--- src/rtl/fetch_const_collector_pkg.sv ---
// Shared types and helpers for the instruction constant collector.
package fetch_const_collector_pkg;

  localparam int CONST_W_DEF = 64;
  localparam int MQ_N_DEF    = 4;
  localparam int CNT_W_DEF   = 4;

  typedef logic [1:0] const_code_t;

  typedef enum logic [1:0] {
    ST_IDLE = 2'd0,
    ST_DISP = 2'd1,
    ST_IMM  = 2'd2,
    ST_DONE = 2'd3
  } cstate_t;

  // Code 3 means 8 bytes for an immediate but is a reserved 4-byte form for a displacement.
  function automatic logic [3:0] code_to_bytes(input const_code_t code, input logic is_imm);
    logic [3:0] n;
    case (code)
      2'd0:    n = 4'd1;
      2'd1:    n = 4'd2;
      2'd2:    n = 4'd4;
      default: n = is_imm ? 4'd8 : 4'd4;
    endcase
    return n;
  endfunction

endpackage

--- src/rtl/fetch_const_collector_assembler.sv ---
// One constant field: little-endian byte insert, byte counter and sign/zero extension
// applied on the cycle the last byte is captured.
module const_byte_assembler
  import fetch_const_collector_pkg::*;
#(
  parameter int CONST_W = CONST_W_DEF,
  parameter int CNT_W   = CNT_W_DEF
) (
  input  logic               i_clk,
  input  logic               i_rst,
  input  logic               i_clear,
  input  logic               i_byte_we,
  input  logic               i_sext,
  input  logic [CNT_W-1:0]   i_size,
  input  logic [7:0]         i_byte,
  output logic               o_last,
  output logic [CONST_W-1:0] o_value
);

  localparam int NB = CONST_W / 8;

  logic [CNT_W-1:0]   r_cnt;
  logic [CONST_W-1:0] r_acc;
  logic [CONST_W-1:0] w_acc_next;
  logic               w_fill;

  assign o_last  = i_byte_we && (r_cnt == i_size - CNT_W'(1));
  assign w_fill  = i_sext & i_byte[7];
  assign o_value = r_acc;

  always_comb begin
    w_acc_next = r_acc;
    for (int k = 0; k < NB; k++) begin
      if (k == int'(r_cnt)) begin
        w_acc_next[8*k +: 8] = i_byte;
      end else if (o_last && (k > int'(r_cnt))) begin
        w_acc_next[8*k +: 8] = {8{w_fill}};
      end else begin
        w_acc_next[8*k +: 8] = r_acc[8*k +: 8];
      end
    end
  end

  always_ff @(posedge i_clk) begin
    if (i_rst || i_clear) begin
      r_cnt <= '0;
      r_acc <= '0;
    end else if (i_byte_we) begin
      r_cnt <= r_cnt + CNT_W'(1);
      r_acc <= w_acc_next;
    end
  end

endmodule

--- src/rtl/fetch_const_collector.sv ---
// Collects the displacement then immediate of one instruction, one byte per cycle,
// and holds the result on a valid/ready output until accepted.
module fetch_const_collector
  import fetch_const_collector_pkg::*;
#(
  parameter int MQ_N    = MQ_N_DEF,
  parameter int CONST_W = CONST_W_DEF,
  parameter int CNT_W   = CNT_W_DEF
) (
  input  logic               i_clk,
  input  logic               i_rst,
  input  logic               i_flush,
  input  logic               i_start_valid,
  output logic               o_start_ready,
  input  logic               i_disp_en,
  input  logic [1:0]         i_disp_code,
  input  logic               i_imm_en,
  input  logic [1:0]         i_imm_code,
  input  logic               i_imm_sext,
  input  logic [MQ_N-1:0]    i_start_to,
  input  logic               i_byte_valid,
  input  logic [7:0]         i_byte_data,
  output logic               o_byte_ready,
  output logic               o_out_valid,
  input  logic               i_out_ready,
  output logic [CONST_W-1:0] o_out_disp,
  output logic [CONST_W-1:0] o_out_imm,
  output logic [MQ_N-1:0]    o_out_to,
  output logic [CNT_W-1:0]   o_out_len
);

  cstate_t          r_state;
  cstate_t          w_state_next;
  logic             r_imm_en;
  logic             r_imm_sext;
  logic [CNT_W-1:0] r_disp_size;
  logic [CNT_W-1:0] r_imm_size;
  logic [CNT_W-1:0] r_len;
  logic [MQ_N-1:0]  r_to;
  logic             w_start;
  logic             w_byte_xfer;
  logic             w_disp_we;
  logic             w_imm_we;
  logic             w_disp_last;
  logic             w_imm_last;
  logic             w_clear;

  // Flush masks every handshake, so a byte or start seen with it is never taken.
  assign w_start     = i_start_valid && !i_flush && (r_state == ST_IDLE);
  assign w_byte_xfer = i_byte_valid && !i_flush && ((r_state == ST_DISP) || (r_state == ST_IMM));
  assign w_disp_we   = w_byte_xfer && (r_state == ST_DISP);
  assign w_imm_we    = w_byte_xfer && (r_state == ST_IMM);
  assign w_clear     = w_start || i_flush;

  always_comb begin
    w_state_next  = r_state;
    o_start_ready = 1'b0;
    o_byte_ready  = 1'b0;
    o_out_valid   = 1'b0;
    case (r_state)
      ST_IDLE: begin
        o_start_ready = 1'b1;
        if (i_start_valid) begin
          w_state_next = i_disp_en ? ST_DISP : (i_imm_en ? ST_IMM : ST_DONE);
        end
      end
      ST_DISP: begin
        o_byte_ready = 1'b1;
        if (w_disp_last) begin
          w_state_next = r_imm_en ? ST_IMM : ST_DONE;
        end
      end
      ST_IMM: begin
        o_byte_ready = 1'b1;
        if (w_imm_last) begin
          w_state_next = ST_DONE;
        end
      end
      ST_DONE: begin
        o_out_valid = 1'b1;
        if (i_out_ready) begin
          w_state_next = ST_IDLE;
        end
      end
      default: w_state_next = ST_IDLE;
    endcase
    if (i_flush) begin
      w_state_next  = ST_IDLE;
      o_start_ready = 1'b0;
      o_byte_ready  = 1'b0;
      o_out_valid   = 1'b0;
    end
  end

  always_ff @(posedge i_clk) begin
    if (i_rst) begin
      r_state <= ST_IDLE;
    end else begin
      r_state <= w_state_next;
    end
  end

  always_ff @(posedge i_clk) begin
    if (i_rst) begin
      r_imm_en    <= 1'b0;
      r_imm_sext  <= 1'b0;
      r_disp_size <= '0;
      r_imm_size  <= '0;
      r_to        <= '0;
    end else if (w_start) begin
      r_imm_en    <= i_imm_en;
      r_imm_sext  <= i_imm_sext;
      r_disp_size <= CNT_W'(code_to_bytes(i_disp_code, 1'b0));
      r_imm_size  <= CNT_W'(code_to_bytes(i_imm_code, 1'b1));
      r_to        <= i_start_to;
    end
  end

  always_ff @(posedge i_clk) begin
    if (i_rst || w_clear) begin
      r_len <= '0;
    end else if (w_byte_xfer) begin
      r_len <= r_len + CNT_W'(1);
    end
  end

  const_byte_assembler #(.CONST_W(CONST_W), .CNT_W(CNT_W)) u_disp (
    .i_clk     (i_clk),
    .i_rst     (i_rst),
    .i_clear   (w_clear),
    .i_byte_we (w_disp_we),
    .i_sext    (1'b1),
    .i_size    (r_disp_size),
    .i_byte    (i_byte_data),
    .o_last    (w_disp_last),
    .o_value   (o_out_disp)
  );

  const_byte_assembler #(.CONST_W(CONST_W), .CNT_W(CNT_W)) u_imm (
    .i_clk     (i_clk),
    .i_rst     (i_rst),
    .i_clear   (w_clear),
    .i_byte_we (w_imm_we),
    .i_sext    (r_imm_sext),
    .i_size    (r_imm_size),
    .i_byte    (i_byte_data),
    .o_last    (w_imm_last),
    .o_value   (o_out_imm)
  );

  assign o_out_to  = r_to;
  assign o_out_len = r_len;

endmodule
--- config.mk ---
export PLATFORM = sky130hd
export DESIGN_NAME = fetch_const_collector
export DESIGN_NICKNAME = d
export VERILOG_FILES = /design/src/rtl/fetch_const_collector_pkg.sv /design/src/rtl/fetch_const_collector_assembler.sv /design/src/rtl/fetch_const_collector.sv
export SDC_FILE = /design/constraint.sdc
export NUM_CORES = 1
export LEC_CHECK = 0
export ABC_CLOCK_PERIOD_IN_PS = 3400
export CAP_MARGIN = 20
export CORE_MARGIN = 2
export CORE_UTILIZATION = 53
export DETAILED_ROUTE_END_ITERATION = 7
export GPL_TIMING_DRIVEN = 0
export HOLD_SLACK_MARGIN = 0.08
export PLACE_DENSITY = 0.81
export SYNTH_ARGS = -nofsm -noshare
export SYNTH_HDL_FRONTEND = slang
export SYNTH_HIERARCHICAL = 1
export SYNTH_SLANG_ARGS = --single-unit
--- constraint.sdc ---
create_clock -name i_clk -period 3.4 [get_ports i_clk]
set_input_delay 0.34 -clock i_clk [delete_from_list [all_inputs] [get_ports i_clk]]
set_output_delay 0.34 -clock i_clk [all_outputs]
set_load 0.01 [all_outputs]
==> out/results.ini <==
[drt]
drt_wl_total_um=22540
via_per_inst=5.430
drtAntennaViolNets=0
drc=0
num_vias=7216
drtPass1Iterations=5
wl_per_cell_um=16.96
drt_iter0_drc=461

[critical_path]
crit_chain=inv_1, ha_1, and3b_1, clkbuf_4, and2_4, buf_4, and4_1, buf_6, buf_6, and2_1, inv_1, a2111oi_4, nor2_1, a2111oi_2
crit_slowest_cell=a2111oi_4
endpoint_kind=flop
cpPeakStageDelay_ns=0.41
startpoint_type=flop
cp.arrival_ns=3.49
cp_max_fo=10
worstSetupPathType=reg -> reg
critPathRequiredTime_ns=3.72

[floorplan]
start_util_pct=53.69
fp.coreArea_um2=15710
placementRows=46
die_height_um=130.2
die_area_um2=16940
chipWidth_um=130.2
io_pins=164

[layout]
area_growth_pct=30.65
final_nets=1143
fin_util_pct=70.15
num_antenna_cells=0
final_cells=1329
drive_above_1_share_pct=15.72

[clocking]
ctsHoldBuffers=0
clkTransAtPathRegs_ns=0.06
numCtsBuffers=17
clkSinkCount=155
cts_tree=built
clock_path_buffers=2
root_buffer=clkbuf_16
insertion_delay_ns=0.43
cts_htree_levels=4

[synth]
ys_async_sr_fraction_pct=0
synth.most_common_cell=nand2_1
ys_seq_elements=155
yosysTopAreaCell=dfxtp_1
synth.top_cell.area_share_pct=36.78
synthDistinctLibCells=49
syn_area_um2=8437
synth_edf_count=0
ys.flop_type=dfxtp_1
ys_top_cells_by_count=nand2_1 (240), dfxtp_1 (155), mux2i_1 (117), mux2_2 (84), clkbuf_1 (51)
yosysWarnings=6
yosysSeqAreaShare_pct=36.78
postSynthCellCount=913
syn_area_per_cell_um2=9.241
ys_top_cells_by_area=dfxtp_1 (37%), mux2i_1 (14%), mux2_2 (11%)

[timing]
worst_slew_pin_slew_ns=1.050
finalMaxSlewViolations=0
finalSetupViolCount=0
rsz0062_at_grt=no
finalHoldViolCount=0
final.period_utilization_pct=93.14
finClkSkew_ns=0.006260
fmax_ghz=0.3158
finalCriticalPeriod_ns=3.167
maxSlewHeadroom_pct=29.75

[power_and_ir_drop]
ir_worst_vdd_v=0.0003488
power.density_nw_per_um2=390.4
power.internal_mw=3.300
pwr-share-seq_pct=42.6
switching_power_mw=1.003
pwr-share-comb_pct=8.2
clockPowerShare_pct=49.2
p_leak_nw=4.664
netSwitchingFraction_pct=23.32

[outcome]
status=finished, final reports clean

[placement]
port_buffers=162
post-place-cells=1298
dp_hpwl_um=15030
gp_congestion=0.9203

[global_routing]
grtUsageTotal_pct=26.73
grt_pass1_wl_um=35360
grt_pass1_vias=6866
grt_overflow=0
grt_antenna_before_repair=0
grt_max_degree=17

[run]
maxCapViolCount=0

[worst_hold_path]
hp-class=in -> reg

-- metrics by stage --
step | hold slack [ns] | worst slack [ns] | power, mW | setup TNS [ns] | area, um^2
5_1_grt | 0.3860 | 0.01165 | 4.404 | 0 | 11020
6_report | 0.3480 | 0.2332 | 4.303 | 0 | 11020
3_5_place_dp | 0.4456 | -0.2731 | 2.217 | -0.4169 | 10350
2_1_floorplan | 0.4089 | 0.3528 | 2.091 | 0 | 8463
4_1_cts | 0.3186 | 0.1011 | 4.307 | 0 | 11000
3_3_place_gp | 0.4424 | -0.2044 | 2.213 | -0.3104 | 10350
-- state kept, by name, summed over array words and instances (netlist names), 2 cells and up --
register	count
u_imm/r_cnt	4
u_imm/o_value	64
r_disp_size	3
u_disp/r_cnt	4
r_state	2
r_imm_size	4
o_out_to	4
o_out_len	4
u_disp/o_value	64
-- critical path: cells and delay by family (launching register included) --
| kind | cells | cell delay (ns) |
|---|---|---|
| fa+ha+maj | 1 | 0.33 |
| buf+inv | 6 | 0.85 |
| flops | 1 | 0.38 |
| compound gates | 2 | 0.74 |
| simple gates | 5 | 0.75 |
-- final timing paths --
check | cells past startpoint | slack, ns | to | start
max | 14 | 0.23 | r_state[1] | r_state[0]
min | 3 | 0.35 | u_disp/o_value[7] | i_byte_data[7]
max reg2reg | 14 | 0.23 | r_state[1] | r_state[0]
min reg2reg | 2 | 0.46 | u_imm/o_value[4] | u_imm/o_value[4]
-- layout make-up --
| type | count | area, um^2 |
|---|---|---|
| buffer | 69 | 336.6 |
| clock buffer | 20 | 456.7 |
| clock inverter | 11 | 192.7 |
| fill | 1260 | 4690 |
| inverter | 12 | 45.04 |
| multi-input combinational | 683 | 4989 |
| sequential | 155 | 3104 |
| tap | 216 | 270.3 |
| timing repair buffer | 163 | 1629 |
-- per-layer routing --
metal	up-vias	track usage, %	wire length, um
met5	-	0	0
met2	275	44.90	11080
met1	3411	34.05	9468
met4	0	10.56	485
li1	3492	-	-
met3	38	5.002	1510
-- power by group through the flow --
stage                     logic (mW)  clock network, mW  registers [mW]
after floorplan                0.217                  0            1.87
after global placement         0.338                  0            1.87
after detailed placement       0.342                  0            1.87
after CTS                      0.346               2.13            1.83
after global routing           0.383               2.19            1.84
final                          0.353               2.12            1.83
-- cell families after synthesis --
| kind of cell | synth area share (%) |
|---|---|
| compound gates | 9.313 |
| other cells | 0.08901 |
| xor+xnor | 2.477 |
| mux | 25.09 |
| buf+inv | 4.493 |
| fa+ha+maj | 2.521 |
| simple gates | 19.23 |
| flops | 36.78 |
-- cells in the final DEF, fill, tap and decap left out, types with 3 or more instances in the layout --
cell             instances
a211oi_1                 8
a211oi_2                 6
a21oi_1                 31
a311oi_1                14
a31oi_4                 10
and2_1                  11
and3_1                  10
buf_2                    8
buf_4                    6
buf_6                    6
bufinv_16                5
clkbuf_1                50
clkbuf_16               17
clkdlybuf4s50_1        162
conb_1                   9
dfxtp_1                154
ha_1                    17
inv_1                   12
mux2_2                  84
mux2i_1                117
nand2_1                240
nand2b_1                17
nand3_1                 15
nand3b_1                11
nand4_1                  3
nor2_1                  18
nor2b_1                  6
or3b_2                   6
xnor2_1                  3
xor2_1                  12
-- what timing repair did --
item / in CTS / in global routing
pin swaps: 0 / 1
endpoints found under the setup margin: 1 / 6
gates resized for setup: 1 / 7
setup buffers: 0 / 1
Note: power is estimated with default switching activity, not from simulation.
